[config.mk]
export PLATFORM = sky130hd
export DESIGN_NAME = bp_be_mem_replay_queue_flat
export DESIGN_NICKNAME = d
export VERILOG_FILES = /design/src/rtl/bp_be_mem_replay_queue_if.sv /design/src/rtl/bp_be_mem_replay_queue.sv /design/src/flat_wrapper.sv
export SDC_FILE = /design/constraint.sdc
export NUM_CORES = 2
export LEC_CHECK = 0
export CAP_MARGIN = 20
export CORE_AREA = 2 2 410 412
export CTS_CLUSTER_SIZE = 24
export DETAILED_ROUTE_END_ITERATION = 12
export DIE_AREA = 0 0 412 414
export DONT_BUFFER_PORTS = 1
export GPL_ROUTABILITY_DRIVEN = 0
export GPL_TIMING_DRIVEN = 0
export PLACE_DENSITY_LB_ADDON = 0.08
export SLEW_MARGIN = 20
export SYNTH_ARGS = -nofsm -noshare
export SYNTH_HDL_FRONTEND = slang
export SYNTH_SLANG_ARGS = --single-unit
export TNS_END_PERCENT = 20
[constraint.sdc]
create_clock -name clk_i -period 2.9 [get_ports clk_i]
set_clock_uncertainty 0.1 [all_clocks]
set_input_delay 0.87 -clock clk_i [delete_from_list [all_inputs] [get_ports clk_i]]
set_output_delay 0.87 -clock clk_i [all_outputs]
set_load 0.01 [all_outputs]
[src/rtl/bp_be_mem_replay_queue_if.sv]
// Dispatch-side and memory-pipe-side handshake bundle for the memory replay queue.
// slave is the replay queue's view; master is the dispatch/pipe environment's view.
interface bp_be_mem_replay_queue_if #(
    parameter int pkt_width_p = 512
);
    logic                   issue_v_i;
    logic [pkt_width_p-1:0] issue_pkt_i;
    logic                   issue_ready_o;
    logic                   mem_v_o;
    logic [pkt_width_p-1:0] mem_pkt_o;
    logic                   mem_ready_i;

    modport slave (
        input  issue_v_i, issue_pkt_i, mem_ready_i,
        output issue_ready_o, mem_v_o, mem_pkt_o
    );

    modport master (
        output issue_v_i, issue_pkt_i, mem_ready_i,
        input  issue_ready_o, mem_v_o, mem_pkt_o
    );
endinterface

[src/rtl/bp_be_mem_replay_queue.sv]
// Memory replay buffer: passes reservations to the mem pipe, tracks them through mem1/mem2,
// captures D$/D-TLB misses and re-issues them in program order.
module bp_be_mem_replay_queue #(
    parameter int pkt_width_p = 512,
    parameter int cnt_width_p = 16
) (
    input  logic                         clk_i,
    input  logic                         reset_n_i,
    input  logic                         flush_i,
    bp_be_mem_replay_queue_if.slave      bus,
    input  logic                         cache_miss_v_i,
    input  logic                         tlb_miss_v_i,
    input  logic                         fault_v_i,
    output logic                         replay_busy_o,
    output logic [cnt_width_p-1:0]       replay_cnt_o
);

    typedef enum logic [1:0] {
        e_idle,
        e_wait,
        e_replay
    } state_e;

    state_e                  state_r;
    logic                    v1_r, v2_r;
    logic [pkt_width_p-1:0]  pkt1_r, pkt2_r;
    logic [pkt_width_p-1:0]  q_r [2];
    logic [1:0]              q_cnt_r;
    logic [cnt_width_p-1:0]  cnt_r;

    logic                    miss, kill, block, fire;
    logic                    mem_v;
    logic                    issue_ready;
    logic [pkt_width_p-1:0]  mem_pkt;

    assign miss  = v2_r & (cache_miss_v_i | tlb_miss_v_i) & ~fault_v_i & ~flush_i;
    assign kill  = v2_r & fault_v_i & ~flush_i;
    assign block = miss | kill | flush_i;

    // Outputs are combinational so IDLE is a zero-latency pass-through; reset gates them directly.
    always_comb begin
        mem_v       = 1'b0;
        issue_ready = 1'b0;
        mem_pkt     = bus.issue_pkt_i;
        unique case (state_r)
            e_idle: begin
                mem_v       = bus.issue_v_i & ~block;
                issue_ready = bus.mem_ready_i & ~block;
            end
            e_replay: begin
                mem_v   = ~block;
                mem_pkt = q_r[0];
            end
            default: ;
        endcase
        if (!reset_n_i) begin
            mem_v       = 1'b0;
            issue_ready = 1'b0;
            mem_pkt     = '0;
        end
    end

    assign fire              = mem_v & bus.mem_ready_i;
    assign bus.mem_v_o       = mem_v;
    assign bus.mem_pkt_o     = mem_pkt;
    assign bus.issue_ready_o = issue_ready;
    assign replay_busy_o     = (state_r != e_idle);
    assign replay_cnt_o      = cnt_r;

    always_ff @(posedge clk_i or negedge reset_n_i) begin
        if (!reset_n_i) begin
            state_r <= e_idle;
            v1_r    <= 1'b0;
            v2_r    <= 1'b0;
            pkt1_r  <= '0;
            pkt2_r  <= '0;
            q_r[0]  <= '0;
            q_r[1]  <= '0;
            q_cnt_r <= '0;
            cnt_r   <= '0;
        end else begin
            pkt1_r <= mem_pkt;
            pkt2_r <= pkt1_r;
            v1_r   <= fire;
            v2_r   <= v1_r & ~block;
            if (flush_i) begin
                state_r <= e_idle;
                q_cnt_r <= '0;
            end else if (miss) begin
                // Missing access goes first, then its younger in-flight access, then the old head.
                q_r[0]  <= pkt2_r;
                q_r[1]  <= v1_r ? pkt1_r : q_r[0];
                q_cnt_r <= (v1_r || (q_cnt_r != 2'd0)) ? 2'd2 : 2'd1;
                state_r <= e_wait;
                cnt_r   <= (&cnt_r) ? cnt_r : cnt_r + 1'b1;
            end else begin
                unique case (state_r)
                    e_wait: begin
                        if (bus.mem_ready_i) state_r <= e_replay;
                    end
                    e_replay: begin
                        if (fire) begin
                            q_r[0]  <= q_r[1];
                            q_cnt_r <= q_cnt_r - 2'd1;
                            if (q_cnt_r == 2'd1) state_r <= e_idle;
                        end
                    end
                    default: ;
                endcase
            end
        end
    end

endmodule
[src/flat_wrapper.sv]
// flat-port wrapper written by rule: the top's interface ports become plain ports
module bp_be_mem_replay_queue_flat 
#(
    parameter int pkt_width_p = 512,
    parameter int cnt_width_p = 16
)
  (clk_i, reset_n_i, flush_i, cache_miss_v_i, tlb_miss_v_i, fault_v_i, replay_busy_o, replay_cnt_o, bus_issue_v_i, bus_issue_pkt_i, bus_mem_ready_i, bus_issue_ready_o, bus_mem_v_o, bus_mem_pkt_o);
  bp_be_mem_replay_queue_if #(.pkt_width_p(pkt_width_p)) bus_i ();
  input  logic clk_i;
  input  logic reset_n_i;
  input  logic flush_i;
  input  logic cache_miss_v_i;
  input  logic tlb_miss_v_i;
  input  logic fault_v_i;
  output logic replay_busy_o;
  output logic [cnt_width_p-1:0] replay_cnt_o;
  input wire logic [$bits(bus_i.issue_v_i)-1:0] bus_issue_v_i;
  input wire logic [$bits(bus_i.issue_pkt_i)-1:0] bus_issue_pkt_i;
  input wire logic [$bits(bus_i.mem_ready_i)-1:0] bus_mem_ready_i;
  output wire logic [$bits(bus_i.issue_ready_o)-1:0] bus_issue_ready_o;
  output wire logic [$bits(bus_i.mem_v_o)-1:0] bus_mem_v_o;
  output wire logic [$bits(bus_i.mem_pkt_o)-1:0] bus_mem_pkt_o;
  assign bus_i.issue_v_i = bus_issue_v_i;
  assign bus_i.issue_pkt_i = bus_issue_pkt_i;
  assign bus_i.mem_ready_i = bus_mem_ready_i;
  assign bus_issue_ready_o = bus_i.issue_ready_o;
  assign bus_mem_v_o = bus_i.mem_v_o;
  assign bus_mem_pkt_o = bus_i.mem_pkt_o;
  bp_be_mem_replay_queue #(.pkt_width_p(pkt_width_p), .cnt_width_p(cnt_width_p)) u_core (.clk_i(clk_i), .reset_n_i(reset_n_i), .flush_i(flush_i), .bus(bus_i), .cache_miss_v_i(cache_miss_v_i), .tlb_miss_v_i(tlb_miss_v_i), .fault_v_i(fault_v_i), .replay_busy_o(replay_busy_o), .replay_cnt_o(replay_cnt_o));
endmodule
==> summary.md <==
| Metric | Value |
|---|---|
| Outcome | finished, violations left |
| Violated checks | setup timing |
| Routed wirelength normalized by instance count | 25.6 um |
| Fraction of the yosys area taken by sequential cells | 0.640 |
| Leakage power total | 43.4 nW |
| Library cell with the largest summed area after synthesis | dfrtp_1 |
| Library cell used as clock root buffer | clkbuf_16 |
| Antenna violations before repair | 78 |
| Global-route wire length before repair | 394000 um |
| Worst slew pin tran | 1.17 ns |
| Count of mapped cells out of synthesis | 7819 |
| Unrepaired setup endpoints after global routing | true |
| Number of iterations in the first detailed-routing pass | 6 |
| Critical path's largest stage delay | 0.38 ns |
| Net switching share of the total power | 0.238 |
| Share of cells above drive strength 1 | 0.127 |
| Maximum clock frequency | 0.283 GHz |
| Post-Place Setup Slack | -2.51 ns |
| Crit path arrival time | 2.56 ns |
| Power share of the clock group | 0.445 |
| Reg-to-reg slack, setup | -0.28 ns |
| Switching power summed over all nets | 14.9 mW |
| Area of combinational cells with multiple inputs | 30500 um2 |
| Power after layout | 62.6 mW |
| Internal Dissipation | 47.7 mW |
| CTS tree | done |
| Number of distinct standard cells referenced by the synthesized netlist | 39 |
| Share of the synthesized area in the top cell type | 0.640 |
| Nets in the synthesized netlist | 8342 |
| Count of endpoints failing hold in the final timing report | 0 |
| Combinational share of power | 0.058 |
| Min Tclk post-route | 3.53 ns |
| Total Die Area | 171000 um2 |
| Placement Rows | 150 |
| Post-route antenna net violation count | 0 |
| Critical register-to-register path endpoint | u_core.q_r[822]$_DFFE_PN0P_ |
| FF-to-FF Start | u_core.state_r[0]$_DFFE_PN0P_ |
| Type of origin of the critical path | input port |
| Total Wirelength | 269000 um |
| Via density per instance | 5.66 |
| Residual DRC count | 0 |
| Syn avg cell area | 10.3 um2 |
| # fillers | 14300 |
| Layout net count | 8610 |
| Depth of the most critical reg-to-reg path | 11 |
| Final cell area excluding filler cells | 96300 um2 |
| Number of warnings issued by yosys | 0 |
| Placed instance area | 84100 um2 |
| DRC marker count from the first detailed-route iteration | 5403 |
| Total half-perimeter wirelength after legalization and detailed placement | 184000 um |
| Worst VDD drop | 0.000625 V |
| Total buffers and inverters traversed by the critical path | 6 |
| Effective utilization at floorplan | 0.486 |
| Highest-delay cell along the critical path | a21boi_2 |
| Maximum net fanout on the critical path | 10 |
| Maximum count of clock buffers along a single path | 3 |
| Core outline area | 166000 um2 |
| Inserted Clock Buffers | 211 |
| Power share of the sequential group | 0.497 |
| Clk sink count | 2070 |
| Ports placed on the boundary | 1051 |
| Count of vias placed by the detailed router | 59400 |
| Commonest non-fill, non-tap cell in the layout | nand2_1 |
| Power Dens Cells | 650 nW/um2 |
| Total negative setup slack | -331.66 ns |
| Inst Count DP | 10100 |
| Capturing element type of the critical path | output pin |
| Remaining global-route overflow | 0 |
| Period utilization | 1.22 |
| Area Growth Syn to Fin | 19.0% |
| Maximum number of pins on one net before global-route repair | 186 |
| Number of pins with negative max-slew slack in the final report | 0 |
| Overall die width | 412 um |
| Type of the setup path with the least slack | in2out |
| H-tree Lvls | 4 |
| Setup crit end | bus_mem_pkt_o[213] |
| Insertion delay to the later sink of the worst-skew pair | 0.86 ns |
| Kind of cell adding the most delay to the critical path | buffers and inverters |
| Setup ws final | -0.628 ns |
| Min-Delay Path Class | in2async |
| Final cell count without fillers | 10500 |
| Number of port buffers | 0 |
| Number of register bits inferred by synthesis | 2070 |
| Commonest cells after routing, fill and taps aside | nand2_1, dfrtp_1, nand3_1 |
| Total setup violations reported at the end of the flow | 1132 |
| Worst setup path startpoint | reset_n_i |
| Global Route Usage Sum | 0.309 |
| Reported max-cap violation count | 0 |
| Netlist area before placement | 80900 um2 |
| Smallest hold slack | 0.0545 ns |
| Critical path, cell by cell | buf_16 -> buf_16 -> clkbuf_16 -> clkbuf_2 -> buf_6 -> clkbuf_2 -> a21boi_2 |
| Floorplan die height | 414 um |
| Clock-pin slew of the registers on the worst-case setup and hold paths | 0.06 ns |
| Vias in the first global route | 59200 |
| Required time reported for the critical path endpoint | 1.93 ns |
| Cell types occupying the most area after synthesis | dfrtp_1, nand2_1, mux2i_1 |
| Worst slew margin relative to its limit | 0.221 |
| Final core utilization | 0.579 |
| Register area | 51800 um2 |
| Number of gates on the worst path with buffers counted | 7 |
registers in the layout, indices dropped and copies added (netlist names):
name / cells
u_core.v1_r: 1
u_core.replay_cnt_o: 16
u_core.state_r: 2
u_core.v2_r: 1
u_core.q_r: 1024
u_core.pkt1_r: 512
u_core.q_cnt_r: 2
u_core.pkt2_r: 512
kinds of logic (layout without fill, tap and decap cells):
logic type                 Yosys count  count (layout)  share of synthesized area
AOI/OAI and AO/OA                 1073            1073                     0.0837
and+or+nand+nor                   3569            3569                      0.183
xor gates and xnor gates            14              14                    0.00152
muxes                              513             513                     0.0635
adders and majority gates            3               3                   0.000464
other                                0              46                          0
buffers and inverters              577            1012                     0.0277
DFF                               2070            2070                      0.640
per-layer routing:
metal | vias up | share of wire | global-route usage
met5 | - | 0.0013 | 0
li1 | 26700 | - | -
met2 | 2005 | 0.47 | 0.473
met3 | 476 | 0.083 | 0.0941
met4 | 54 | 0.040 | 0.133
met1 | 30200 | 0.41 | 0.409
cell usage after synthesis:
cell and count:
or4b_4 1, clkbuf_1 498, xnor2_1 10, buf_1 28, and4_1 2, xor2_1 4, nand3_1 996, nor3_1 5
o32a_1 1, nor4_1 3, nor3_2 2, or2_2 1, nand2b_1 2, a21boi_0 512, o311ai_1 1, nor3b_1 2
nor4_2 3, or3b_2 1, buf_2 43, a2111oi_0 2, o21ai_0 2, inv_1 5, mux2i_1 512, dfrtp_1 2070
nand2_1 2530, nor2b_1 2, nor4b_1 1, mux2_2 1, nor2_1 4, and2_1 3, o31a_1 1, o21ai_1 512
buf_6 3, o211ai_1 40, and3_1 3, ha_1 3, a21oi_1 2, or4_1 3, nand4_1 5
worst register-to-register path, cell delays in order (launching register included):
cell       delay (ns)
dfrtp_1          0.41
nand2b_4         0.18
buf_12           0.13
clkbuf_16        0.17
buf_4            0.15
nor4_2           0.24
buf_4            0.20
clkbuf_4         0.31
buf_2            0.49
clkbuf_1         0.51
nand2_1          0.12
nand3_1          0.11
what timing repair did:
| action | CTS | global route |
|---|---|---|
| setup endpoints to repair | 2128 | 1690 |
| hold buffers | 4 | 0 |
| gates cloned | 2 | 6 |
| pin swaps | 40 | 75 |
| resized for setup | 1208 | 448 |
| buffers inserted | 2 | 10 |
| endpoints found under the hold margin | 211 | 0 |
worst min path at each step:
stage                                   end  slack, ns
6_report         u_core.q_r[41]$_DFFE_PN0P_       0.05
5_1_grt         u_core.pkt2_r[42]$_DFF_PN0_       0.03
4_1_cts          u_core.q_r[41]$_DFFE_PN0P_     0.0007
3_5_place_dp   u_core.pkt2_r[503]$_DFF_PN0_       0.26
3_3_place_gp     u_core.pkt2_r[0]$_DFF_PN0_       0.25
2_1_floorplan    u_core.pkt2_r[0]$_DFF_PN0_       0.25
cell type report:
class / instances / share of cell area
inverter: 5 / 0.000195
clock buffer: 327 / 0.0670
timing repair buffer: 56 / 0.00957
sequential: 2070 / 0.538
tap: 2204 / 0.0286
buffer: 571 / 0.0321
clock inverter: 53 / 0.00656
multi-input combinational: 5172 / 0.317
antenna: 46 / 0.00120
power by group through the flow:
stage                     clock (mW)  sequential [mW]  combinational [mW]
after floorplan                    0             31.2                1.74
after global placement             0             31.5                2.41
after detailed placement           0             31.6                3.10
after CTS                       28.2             31.0                3.54
after global routing            29.4             31.2                4.02
final                           27.8             31.1                3.65
(Power assumes the default switching activity.)
